File: src/rtl/latch_dump_tx_pkg.sv
// rtl/latch_dump_tx_pkg.sv - shared types and constants for the pipeline latch dump serializer
// FSM encoding, widths and the baud-rate divider derivation used by the top and the UART.
package latch_dump_tx_pkg;

  localparam int LATCH_SEL_W    = 7;
  localparam int BYTES_PER_WORD = 4;
  localparam int BYTE_IDX_W     = 2;
  // One extra bit so the word counter can reach NUM_WORDS itself (PC + every mux word).
  localparam int WORD_IDX_W     = LATCH_SEL_W + 1;
  localparam int FRAME_BITS     = 10;

  typedef enum logic [2:0] {
    IDLE     = 3'd0,
    LOAD_PC  = 3'd1,
    SEL      = 3'd2,
    WAIT_MUX = 3'd3,
    CAPTURE  = 3'd4,
    SEND     = 3'd5,
    WAIT_TX  = 3'd6,
    NEXT     = 3'd7
  } dumpState_t;

  function automatic int clksPerBit(input int clkFreq, input int baud);
    return clkFreq / baud;
  endfunction

endpackage

File: src/rtl/latch_dump_tx_if.sv
// rtl/latch_dump_tx_if.sv - debug dump bus between the halted pipeline and the serializer
// The slave side is the serializer; the master side is the pipeline/debug harness.
interface latch_dump_tx_if;
  import latch_dump_tx_pkg::*;

  logic                   start;
  logic [31:0]            inPC;
  logic [31:0]            inLatch;
  logic [LATCH_SEL_W-1:0] outControlLatchMux;
  logic                   TX;
  logic                   busy;
  logic                   done;

  modport master (
    output start, inPC, inLatch,
    input  outControlLatchMux, TX, busy, done
  );

  modport slave (
    input  start, inPC, inLatch,
    output outControlLatchMux, TX, busy, done
  );

endinterface

File: src/rtl/latch_dump_tx_uart_tx.sv
// rtl/latch_dump_tx_uart_tx.sv - 8N1 UART transmitter with baud and bit counters
// tx_start is ignored while a frame is in flight; tx_done pulses in the last stop-bit clock.
module uart_tx
  import latch_dump_tx_pkg::*;
#(
  parameter int CLKS_PER_BIT = 16
) (
  input  logic       clk,
  input  logic       rst,
  input  logic       tx_start,
  input  logic [7:0] tx_data,
  output logic       tx_done,
  output logic       TX
);

  localparam int BAUD_W = (CLKS_PER_BIT > 1) ? $clog2(CLKS_PER_BIT) : 1;
  localparam logic [BAUD_W-1:0] BAUD_LAST = BAUD_W'(CLKS_PER_BIT - 1);
  localparam logic [3:0]        STOP_BIT  = 4'(FRAME_BITS - 1);

  logic              active;
  logic [BAUD_W-1:0] baudCnt;
  logic [3:0]        bitCnt;
  logic [7:0]        shiftReg;
  logic              bitEnd;

  assign bitEnd  = active && (baudCnt == BAUD_LAST);
  assign tx_done = bitEnd && (bitCnt == STOP_BIT);

  always_ff @(posedge clk or posedge rst) begin
    if (rst) begin
      active   <= 1'b0;
      baudCnt  <= '0;
      bitCnt   <= '0;
      shiftReg <= '0;
      TX       <= 1'b1;
    end else if (!active) begin
      if (tx_start) begin
        active   <= 1'b1;
        baudCnt  <= '0;
        bitCnt   <= '0;
        shiftReg <= tx_data;
        TX       <= 1'b0;
      end
    end else if (bitEnd) begin
      baudCnt <= '0;
      if (bitCnt == STOP_BIT) begin
        active <= 1'b0;
      end else begin
        // Ones shift in behind the data, so after eight data bits the line falls to the stop level.
        bitCnt   <= bitCnt + 4'd1;
        TX       <= shiftReg[0];
        shiftReg <= {1'b1, shiftReg[7:1]};
      end
    end else begin
      baudCnt <= baudCnt + BAUD_W'(1);
    end
  end

endmodule

File: src/rtl/latch_dump_tx.sv
// rtl/latch_dump_tx.sv - dumps the PC and every pipeline latch word over UART after halt
// Word/byte sequencing FSM plus the word register; bit timing lives in uart_tx.
module latch_dump_tx
  import latch_dump_tx_pkg::*;
#(
  parameter int CLK_FREQ  = 100000000,
  parameter int BAUD      = 9600,
  parameter int NUM_WORDS = 40
) (
  input logic            clk,
  input logic            rst,
  latch_dump_tx_if.slave bus
);

  localparam int CLKS_PER_BIT = clksPerBit(CLK_FREQ, BAUD);
  localparam logic [WORD_IDX_W-1:0] LAST_WORD = WORD_IDX_W'(NUM_WORDS);
  localparam logic [BYTE_IDX_W-1:0] LAST_BYTE = BYTE_IDX_W'(BYTES_PER_WORD - 1);

  dumpState_t             state;
  dumpState_t             nextState;
  logic [31:0]            wordQ;
  logic [BYTE_IDX_W-1:0]  byteIdx;
  logic [WORD_IDX_W-1:0]  wordIdx;
  logic [LATCH_SEL_W-1:0] muxSel;
  logic                   txStart;
  logic                   txDone;
  logic [7:0]             txData;
  logic                   lastWord;
  logic                   accept;

  // The final NEXT cycle already reports not-busy, so it can take a new start like IDLE does.
  assign lastWord = (state == NEXT) && (wordIdx == LAST_WORD);
  assign accept   = bus.start && ((state == IDLE) || lastWord);
  assign txData   = wordQ[{byteIdx, 3'b000} +: 8];
  assign bus.outControlLatchMux = muxSel;

  always_ff @(posedge clk or posedge rst) begin
    if (rst) begin
      state <= IDLE;
    end else begin
      state <= nextState;
    end
  end

  always_comb begin
    nextState = state;
    case (state)
      IDLE:     if (accept) nextState = LOAD_PC;
      LOAD_PC:  nextState = SEND;
      SEL:      nextState = WAIT_MUX;
      WAIT_MUX: nextState = CAPTURE;
      CAPTURE:  nextState = SEND;
      SEND:     nextState = WAIT_TX;
      WAIT_TX: begin
        if (txDone) begin
          nextState = (byteIdx == LAST_BYTE) ? NEXT : SEND;
        end
      end
      NEXT: begin
        if (lastWord) begin
          nextState = accept ? LOAD_PC : IDLE;
        end else begin
          nextState = SEL;
        end
      end
      default:  nextState = IDLE;
    endcase
  end

  always_comb begin
    txStart  = (state == SEND);
    bus.done = lastWord;
    bus.busy = !((state == IDLE) || lastWord);
  end

  always_ff @(posedge clk or posedge rst) begin
    if (rst) begin
      wordQ   <= '0;
      byteIdx <= '0;
      wordIdx <= '0;
      muxSel  <= '0;
    end else begin
      if (accept) begin
        wordQ <= bus.inPC;
      end
      case (state)
        LOAD_PC: begin
          byteIdx <= '0;
          wordIdx <= '0;
        end
        // Word 0 is the PC, so mux index lags the word counter by one.
        SEL: muxSel <= LATCH_SEL_W'(wordIdx - WORD_IDX_W'(1));
        CAPTURE: begin
          wordQ   <= bus.inLatch;
          byteIdx <= '0;
        end
        WAIT_TX: begin
          if (txDone && (byteIdx != LAST_BYTE)) begin
            byteIdx <= byteIdx + BYTE_IDX_W'(1);
          end
        end
        NEXT: begin
          if (!lastWord) begin
            wordIdx <= wordIdx + WORD_IDX_W'(1);
          end
        end
        default: ;
      endcase
    end
  end

  uart_tx #(
    .CLKS_PER_BIT(CLKS_PER_BIT)
  ) uTx (
    .clk      (clk),
    .rst      (rst),
    .tx_start (txStart),
    .tx_data  (txData),
    .tx_done  (txDone),
    .TX       (bus.TX)
  );

endmodule

File: src/flat_wrapper.sv
// flat-port wrapper written by rule: the top's interface ports become plain ports
module latch_dump_tx_flat import latch_dump_tx_pkg::*;
#(
  parameter int CLK_FREQ  = 100000000,
  parameter int BAUD      = 9600,
  parameter int NUM_WORDS = 40
)
  (clk, rst, bus_start, bus_inPC, bus_inLatch, bus_outControlLatchMux, bus_TX, bus_busy, bus_done);
  latch_dump_tx_if bus_i ();
  input logic clk;
  input logic rst;
  input wire logic [$bits(bus_i.start)-1:0] bus_start;
  input wire logic [$bits(bus_i.inPC)-1:0] bus_inPC;
  input wire logic [$bits(bus_i.inLatch)-1:0] bus_inLatch;
  output wire logic [$bits(bus_i.outControlLatchMux)-1:0] bus_outControlLatchMux;
  output wire logic [$bits(bus_i.TX)-1:0] bus_TX;
  output wire logic [$bits(bus_i.busy)-1:0] bus_busy;
  output wire logic [$bits(bus_i.done)-1:0] bus_done;
  assign bus_i.start = bus_start;
  assign bus_i.inPC = bus_inPC;
  assign bus_i.inLatch = bus_inLatch;
  assign bus_outControlLatchMux = bus_i.outControlLatchMux;
  assign bus_TX = bus_i.TX;
  assign bus_busy = bus_i.busy;
  assign bus_done = bus_i.done;
  latch_dump_tx #(.CLK_FREQ(CLK_FREQ), .BAUD(BAUD), .NUM_WORDS(NUM_WORDS)) u_core (.clk(clk), .rst(rst), .bus(bus_i));
endmodule
File: config.mk
export PLATFORM = sky130hd
export DESIGN_NAME = latch_dump_tx_flat
export DESIGN_NICKNAME = d
export VERILOG_FILES = /design/src/rtl/latch_dump_tx_pkg.sv /design/src/rtl/latch_dump_tx_if.sv /design/src/rtl/latch_dump_tx_uart_tx.sv /design/src/rtl/latch_dump_tx.sv /design/src/flat_wrapper.sv
export SDC_FILE = /design/constraint.sdc
export NUM_CORES = 1
export LEC_CHECK = 0
export BUFFER_PORTS_ARGS = -buffer_cell sky130_fd_sc_hd__buf_4
export CORE_MARGIN = 10
export CORE_UTILIZATION = 30
export DETAILED_ROUTE_END_ITERATION = 8
export GPL_TIMING_DRIVEN = 0
export SLEW_MARGIN = 0
export SYNTH_ARGS = -nofsm -noshare
export SYNTH_HDL_FRONTEND = slang
export SYNTH_SLANG_ARGS = --single-unit
File: constraint.sdc
create_clock -name clk -period 2.8 [get_ports clk]
set_input_delay 0.42 -clock clk [delete_from_list [all_inputs] [get_ports clk]]
set_output_delay 0.42 -clock clk [all_outputs]
set_load 0.02 [all_outputs]
---- Yosys cells after proc, flatten, opt, wreduce, memory -nomap -nowiden ----
Index checks and enable logic that the tools add are counted.
storage, ports and cells
  register bits after elaboration ......... 80
  input port bits ......................... 67
  output and inout port bits .............. 10
  logic and storage cells ................. 82
operators by class
  add/sub/neg operators ................... 5
  eq/ne operators ......................... 18
  shift operators ......................... 1
  muxes and demuxes ....................... 31
  reduce and logical (&&, ||, !) cells .... 17
operators with widths
  operator                                          number
  2-to-1 mux 32 bit                                 2
  2-to-1 mux 14 bit                                 3
  2-to-1 mux 8 bit                                  5
  variable part select 32 x 6 -> 8 bit              1
  case mux 3 bit (7 select lines)                   1
  2-to-1 mux 4 bit                                  4
  case mux 8 bit (2 select lines)                   1
  adder 14 x 1 -> 14 bit, second input constant     1
  == test 14 bit, second input constant             1
  == test 3 bit, second input constant              4
  2-to-1 mux 1 bit                                  9
  2-to-1 mux 3 bit                                  3
  adder 8 x 1 -> 8 bit, second input constant       1
  == test 8 x 6 -> 1 bit, second input constant     1
  != test 2 x 1 -> 1 bit, second input constant     4
  nonzero test 2 bit                                4
  subtractor 7 x 1 -> 7 bit, second input constant  1
  == test 3 x 2 -> 1 bit, second input constant     2
  != test 2 bit, second input constant              3
  AND reduction 2 bit                               3
  logical AND 1 bit                                 5
  adder 4 x 1 -> 4 bit, second input constant       1
  == test 4 bit, second input constant              1
  2-to-1 mux 2 bit                                  2
  other kinds (9)                                   9

---- Logic depth before layout (Yosys ltp) ----
Gate-level depths: netlist of the first run.
  depth in word-level cells ............... 7
  gate-level depth with buffers ........... 7

---- By module ----
From an unflattened synthesis of the first run, not the netlist that was laid out.
unflattened totals
  cell total of the unflattened synthesis .. 402
  area total of the unflattened synthesis .. 4724.5 µm²
modules (own cells, without submodules)
  module         instances  cells an instance  area an instance (µm²)  sequential area each (µm²)
  latch_dump_tx  1          242                3065.4                  1301.2
  uart_tx        1          160                1659.1                  701.9

---- Worst setup path before layout of the first run ----
Ideal clock, no wire load.
  path kind ............................... reg-to-output
  start point ............................. reg u_core.wordIdx[0]
  end point ............................... out bus_busy
  arrival time ............................ 1.488 ns
  required time ........................... 2.380 ns
  path slack .............................. 0.892 ns
  cell stages (with the launch flop) ...... 7
  cells stage by stage .................... dfrtp_1 -> inv_1 -> ha_1 -> and4bb_1 -> nand2_1 -> nor2_1 -> a21oi_1
between the ends
  word-level cells in the longest chain between the ends .. 4
ends and longest elaborated chain
  what                    RTL line              source
  from (decl)             latch_dump_tx.sv:23   logic [WORD_IDX_W-1:0] wordIdx;
  from (signal assigned)  latch_dump_tx.sv:104  wordIdx <= wordIdx + WORD_IDX_W'(1);
  == test 8 x 6 -> 1 bit  latch_dump_tx.sv:32   assign lastWord = (state == NEXT) && (wordIdx == LAST_WORD);
  logical AND 1 bit       latch_dump_tx.sv:32
  net bus_done            flat_wrapper.sv:18    output wire logic [$bits(bus_i.done)-1:0] bus_done;
  logical OR 1 bit        latch_dump_tx.sv:73   bus.busy = !((state == IDLE) || lastWord);
  zero test 1 bit         latch_dump_tx.sv:73
  to (decl)               flat_wrapper.sv:17    output wire logic [$bits(bus_i.busy)-1:0] bus_busy;
The timed path passes the listed nets, and every way through them passes these cells.

---- Worst setup path after layout of the first run ----
  start point ............................. reg u_core.wordIdx[0]
  end point ............................... out bus_busy
between the ends
  word-level cells in the longest chain between the ends .. 4
ends and longest elaborated chain
  what                    RTL line
  == test 8 x 6 -> 1 bit  latch_dump_tx.sv:32
  logical AND 1 bit       latch_dump_tx.sv:32
  logical OR 1 bit        latch_dump_tx.sv:73
  zero test 1 bit         latch_dump_tx.sv:73
No other way between the ends.

==> results of run 1 <==
[per-stage QoR]
stage	instance area [sq um]	utilization (%)	worst slack [ps]	total power [mW]	hold slack (ps)
6_report	5660	38.6	471	5.01	90.5
4_1_cts	5660	38.6	486	5.08	103
5_1_grt	5660	38.6	376	5.36	127
2_1_floorplan	4520	-	330	3.31	453
3_5_place_dp	5350	36.6	579	3.86	465
3_3_place_gp	5320	36.4	-669	3.79	467
[cell families after synthesis]
| kind of cell | after synthesis | share of synthesized area (%) |
|---|---|---|
| muxes | 81 | 21.9 |
| and+or+nand+nor | 123 | 15.5 |
| buffers and inverters | 35 | 3.65 |
| DFF | 80 | 44.3 |
| AOI/OAI and AO/OA | 77 | 10.9 |
| adders and majority gates | 7 | 1.94 |
| xor gates and xnor gates | 9 | 1.74 |
[cell usage after synthesis, types with 2 or more instances]
| master | instances | area share [%] |
|---|---|---|
| o31ai_1 | 2 | 0.33 |
| o21ai_0 | 17 | 1.9 |
| a21oi_1 | 22 | 2.4 |
| nor2_1 | 27 | 2.2 |
| o22ai_1 | 8 | 1.1 |
| nand4_1 | 9 | 1.2 |
| a21o_1 | 4 | 0.66 |
| nand3b_1 | 2 | 0.33 |
| or4_1 | 4 | 0.66 |
| or3_1 | 4 | 0.55 |
| nor3_1 | 13 | 1.4 |
| o211ai_1 | 2 | 0.33 |
| or2_2 | 2 | 0.28 |
| o21a_1 | 2 | 0.33 |
| o311ai_1 | 2 | 0.39 |
| dfrtp_1 | 79 | 44 |
| xor2_1 | 4 | 0.77 |
| ha_1 | 7 | 1.9 |
| nor4_1 | 4 | 0.55 |
| mux4_2 | 8 | 4.0 |
| nand3_1 | 11 | 1.2 |
| a22o_1 | 5 | 0.97 |
| xnor2_1 | 5 | 0.97 |
| nand2_1 | 24 | 2.0 |
| and3_1 | 2 | 0.28 |
| nor4b_4 | 2 | 1.1 |
| buf_4 | 3 | 0.50 |
| clkbuf_1 | 8 | 0.66 |
| nand2b_1 | 7 | 0.97 |
| inv_1 | 11 | 0.91 |
| and2_1 | 2 | 0.28 |
| and4_1 | 2 | 0.39 |
| mux2i_1 | 8 | 1.8 |
| mux2_2 | 64 | 16 |
| nor3b_2 | 2 | 0.55 |
| o31a_1 | 3 | 0.58 |
| buf_2 | 11 | 1.2 |
[where the power goes]
group	switching [mW]	leakage [nW]	internal [mW]
Sequential	0.305	0.970	1.60
Combinational	0.869	1.27	1.04
Clock	0.493	0.142	0.698
[worst paths after layout]
kind                                           endpoint                           from
max                                            bus_busy  u_core.wordIdx[0]$_DFFE_PP0P_
min                         u_core.wordQ[9]$_DFFE_PP0P_                            rst
max reg2reg                 u_core.wordQ[1]$_DFFE_PP0P_    u_core.state[2]$_DFFE_PP0P_
min reg2reg                   u_core.uTx.TX$_DFFE_PP1P_      u_core.uTx.TX$_DFFE_PP1P_
max in group asynchronous     u_core.uTx.TX$_DFFE_PP1P_                            rst
min in group clk           u_core.wordQ[31]$_DFFE_PP0P_                   bus_inPC[31]
[placed cells by master (no fill, tap or decap), drive strengths merged, types with 5 or more instances in the layout]
cell | Yosys | final
nor2 | 27 | 27
a22o | 5 | 5
dfrtp | 79 | 79
o21ai | 17 | 17
mux2 | 65 | 65
mux4 | 8 | 8
nand3 | 11 | 11
clkbuf | 9 | 18
buf | 15 | 92
o22ai | 8 | 8
nand2b | 7 | 7
inv | 11 | 12
nand2 | 24 | 24
nor3 | 13 | 13
nand4 | 10 | 10
xnor2 | 5 | 5
a21oi | 22 | 22
ha | 7 | 7
mux2i | 8 | 8
[registers in the layout (all words and copies together) (netlist names), 2 cells and up]
| register | cells |
|---|---|
| u_core.wordIdx | 8 |
| u_core.uTx.shiftReg | 8 |
| u_core.uTx.bitCnt | 4 |
| u_core.state | 3 |
| u_core.byteIdx | 2 |
| u_core.wordQ | 32 |
| u_core.bus.outControlLatchMux | 7 |
| u_core.uTx.baudCnt | 14 |
[area by class of cell]
class | count | area share [%]
Buffer | 24 | 2.19
Clock buffer | 9 | 3.98
Clock inverter | 7 | 1.41
Inverter | 11 | 0.774
Multi-Input combinational cell | 297 | 41.6
Sequential cell | 80 | 35.4
Tap cell | 184 | 4.07
Timing Repair Buffer | 77 | 10.6
[per-layer routing]
layer	track usage [%]	vias to the layer above	share of wire [%]
li1	-	1704	-
met1	13.4	1741	45
met2	17.8	93	48
met3	3.45	10	6.1
met4	3.85	0	1.4
met5	0	-	0
[worst register-to-register path, stage by stage (launching register included)]
cell      delay, ps
dfrtp_1         320
clkbuf_1        260
nor3b_2         440
buf_2           370
mux2_2          390
mux2_1          290
==> qor.yml, run 1 <==
hold_buffers: 0
hold_viol: 0
synth_edf_count: 0
place_congestion: 0.820
ys.flop_type: "dfrtp_1"
root_buffer: "clkbuf_16"
yosysSeqAreaShare_pct: 44.3
max_stage_delay_ps: 460
multi_input_area_sq_um: 2350
yosys_warnings: 0
clock_path_buffers: 2
setup_viol: 0
antenna_found_initial: 0
worstPathArrival_ps: 1910
max_freq_mhz: 429
firstDrtPassIters: 4
maxCapViolCount: 0
path_class: "flop to output pin"
worstPathCellList: "inv_1 > ha_1 > and4bb_1 > nand2_1 > nor2_1 > a21oi_1 > buf_4"
critPathTopFamily: "simple AND/OR/NAND/NOR gates"
grt_pass1_wl_um: 18200
worstRegToRegCells: 5
worstPathRequired_ps: 2380
min_period_ps: 2330
worstPathMaxFanout: 7
register_area_sq_um: 2000
skew_ps: 6.85
cp.buffers_inverters: 2
fp.dieH_um: 143
antenna_left: 0
async_flop_share_pct: 100
tightest_slew_ps: 869
synth_fp_nets: 486
grt_max_degree: 49
crit_cells: 7
synth_cell_types: 57
routedWlPerCell_um: 16.0
fp-row-count: 44
ios: 77
peakVddDrop_mv: 0.414
synth-seq-cells: 80
syn_to_final_growth_pct: 25.1
fin_cells: 689
cp-start-kind: "flop"
rsz0062_at_grt: "false"
worst-r2r-setup-slack_ps: 620
setup-tns-final_ps: 0
final_max_slew_viol_count: 0
drt_iter0_drc: 157
coreArea_sq_um: 14600
syn_avg_cell_area_sq_um: 11.0
grt_pass1_vias: 3676
cts.clk_slew.worst_paths_ps: 60
post_cts.repair.setup_buffers: 0
grtUsageTotal_pct: 10.9
viasPerCell: 5.15
initial_core_util_pct: 30.9
status: "completed"
layout-drive-gt1-share_pct: 38.0
leakage_nw: 2.38
power.density_nw_per_um2: 885
endpoint_kind: "output pin"
n_fill_cell: 1464
grt-ovfl-total: 0
cts_resized: 0
dp_cells: 673
htree_levels: 3
diodes: 0
critical_path.slowest_cell: "dfrtp_1"
cts_tree: "yes"
insertion_delay_ps: 340
layout.nets: 574
syn-cell-area_sq_um: 4520
hpwl_um: 8240
die_w_um: 143
slew_headroom_pct: 41.3
wirelength_um: 11000
die_area_sq_um: 20400
syn_inst: 412
numCtsBuffers: 9
clkSinkCount: 80
port_buffers: 76
period_share_pct: 83.2
num_vias: 3548
drcViolationCount: 0
min-delay-path-class: "input port to async pin"
Power figures use the tool's default switching activity.
==> inputs of run 2 (changes only) <==
clock period = 2.1 ns   (was 2.8 ns; I/O delays follow)
==> run 2 against run 1 <==
Net effect:
- via count down 1.1%
- combinational power up 39%
- core utilization is 0.77 points higher
- power up 37%
- global-route usage decreased by 0.068 points
- critical path depth stayed put
- clock skew grew 2.2 ps
- die area did not move
- largest cell class unchanged
==> qor.yml, run 2 (synthesis gave the netlist of run 1 again) <==
cp.buffers_inverters: 2  # unchanged
final_common_cell: "buf_4"
antenna_left: 0  # unchanged
power.density_nw_per_um2: 1190  # +34%
critPathTopFamily: "simple AND/OR/NAND/NOR gates"
reg_top3: "u_core.wordQ x32, u_core.uTx.baudCnt x14"
maxCapViolCount: 0  # unchanged
status: "completed"
min-delay-path-class: "input port to flop"
cts.clk_slew.worst_paths_ps: 60  # about the same
ios: 77  # unchanged
grt_max_degree: 43  # -12%
worstPathCellList: "inv_1 > ha_1 > and4bb_2 > nand2_4 > nor2_4 > a21oi_1 > buf_4"
worstPathRequired_ps: 1780  # -600 ps
place_congestion: 0.824  # +0.39%
insertion_delay_ps: 340  # about the same
fp-row-count: 44  # unchanged
dr_wl_met2_um: 5480  # +3.8%
worstReg2RegStart: "u_core.wordIdx[1]$_DFFE_PP0P_"
cp-start-kind: "flop"
critical_path.slowest_cell: "dfrtp_2"
clkSinkCount: 80  # unchanged
period_share_pct: 95.9
num_vias: 3509  # -1.1%
peakVddDrop_mv: 0.418  # +1.1%
die_w_um: 143  # unchanged
grt_pass1_wl_um: 18100  # -0.64%
top_register: "u_core.wordQ"
numCtsBuffers: 9  # unchanged
grt-ovfl-total: 0  # unchanged
skew_ps: 9.09  # +2.24 ps
slew_headroom_pct: 51.9  # +11 points
die_area_sq_um: 20400  # unchanged
setup_viol: 0  # unchanged
syn_to_final_growth_pct: 27.6
cts_tree: "yes"
leakage_nw: 2.43  # +1.9%
diodes: 0  # unchanged
htree_levels: 3  # unchanged
endpoint_kind: "output pin"
clock_path_buffers: 2  # unchanged
max_freq_mhz: 496
fin_util_pct: 39.4  # +0.77 points
largest_reg_flops: 32  # unchanged
firstDrtPassIters: 4  # unchanged
met1_length_um: 4880  # -0.77%
drcViolationCount: 0  # unchanged
initial_core_util_pct: 30.9  # unchanged
hold_start: "bus_inLatch[1]"
max_stage_delay_ps: 440  # -20 ps
top_layer_used: "met4"
root_buffer: "clkbuf_16"
coreArea_sq_um: 14600  # unchanged
drt_iter0_drc: 142  # -9.6%
min_period_ps: 2010
wirelength_um: 11100  # +0.77%
path_class: "flop to output pin"
layout.nets: 577  # +0.52%
hpwl_um: 8350  # +1.4%
fp.dieH_um: 143  # unchanged
rsz0062_at_grt: "false"
whs_path_depth: 3
hold_viol: 0  # unchanged
hold_end: "u_core.wordQ[1]$_DFFE_PP0P_"
regToRegEndpoint: "u_core.wordQ[30]$_DFFE_PP0P_"
whs_ps: 336  # +246 ps
worstRegToRegCells: 7  # +2
tightest_slew_ps: 721  # -148 ps
final_cell_mix: "80 x buf_4, 75 x dfrtp_1, 64 x mux2_2"
worstPathArrival_ps: 1700  # -210 ps
final_max_slew_viol_count: 0  # unchanged
worst-r2r-setup-slack_ps: 120  # -500 ps
port_buffers: 76  # unchanged
antenna_found_initial: 0  # unchanged
viasPerCell: 5.07  # -1.5%
grt_pass1_vias: 3694  # +0.49%
wl_met3_um: 579  # -13%
routedWlPerCell_um: 16.1  # +0.33%
layout-drive-gt1-share_pct: 40.9  # +2.9 points
n_fill_cell: 1441  # -1.6%
worstPathMaxFanout: 6  # -1
grtUsageTotal_pct: 10.9  # -0.068 points
-- run 2: changes by cell type in the layout (fill, tap and decap cells not counted), moves of 2 or more --
cell,previous run,this run
buf_12,0,2
buf_2,11,9
buf_6,1,4
clkbuf_8,0,2
clkinv_4,3,0
dfrtp_1,79,75
dfrtp_2,0,4
-- run 2: layer usage --
layer / track usage [%] / vias to the layer above
met4: 3.85 / 0
met5: 0 / -
met2: 18.7 / 88
met3: 3.15 / 15
li1: - / 1708
met1: 12.7 / 1698
-- run 2: report_power, final --
group	total, mW	internal, mW	switching (mW)
logic	2.65	1.46	1.19
registers	2.59	2.14	0.447
clock network	1.62	0.988	0.627
-- run 2: per-stage QoR --
stage / total power, mW / setup TNS [ps] / setup WS [ps] / cell area (sq um) / instances
after floorplan: 4.42 / 0 / 213 / 4530 / 412
after global placement: 5.06 / -1060 / -102 / 5330 / 672
after detailed placement: 5.18 / -2730 / -152 / 5370 / 674
after CTS: 6.84 / -223 / -19.7 / 5700 / 690
after global routing: 7.30 / 0 / 1.31 / 5770 / 692
final: 6.85 / 0 / 85.5 / 5770 / 692
-- run 2: what timing repair did --
action | in CTS | in global routing
pin swaps | 0 | 0
hold endpoints to repair | 7 | 0
hold buffers | 1 | 0
cloned | 0 | 0
setup buffers | 0 | 2
resized for setup | 7 | 16
setup endpoints to repair | 32 | 47
-- run 2: final cells by class --
cell class	instances	area, sq um	share of cell area [%]
Buffer	23	136	2.36
Clock buffer	12	256	4.44
Clock inverter	4	51.3	0.889
Inverter	11	45.0	0.780
Multi-Input combinational cell	297	2410	41.7
Sequential cell	80	2010	34.8
Tap cell	184	230	3.99
Timing Repair Buffer	81	636	11.0
-- run 2: worst max path at each step --
stage | from | to | cells past startpoint
2_1_floorplan | u_core.wordIdx[0]$_DFFE_PP0P_ | u_core.wordQ[1]$_DFFE_PP0P_ | 7
3_3_place_gp | u_core.state[2]$_DFFE_PP0P_ | u_core.wordQ[1]$_DFFE_PP0P_ | 5
3_5_place_dp | u_core.state[2]$_DFFE_PP0P_ | u_core.wordQ[1]$_DFFE_PP0P_ | 5
4_1_cts | u_core.wordIdx[0]$_DFFE_PP0P_ | u_core.wordQ[23]$_DFFE_PP0P_ | 7
5_1_grt | u_core.uTx.bitCnt[1]$_DFFE_PP0P_ | u_core.uTx.bitCnt[1]$_DFFE_PP0P_ | 7
6_report | u_core.wordIdx[1]$_DFFE_PP0P_ | bus_busy | 7
-- run 2: worst min-delay path, stage by stage --
cell,delay (ps)
buf_4,70
mux2_2,140
mux2_1,120
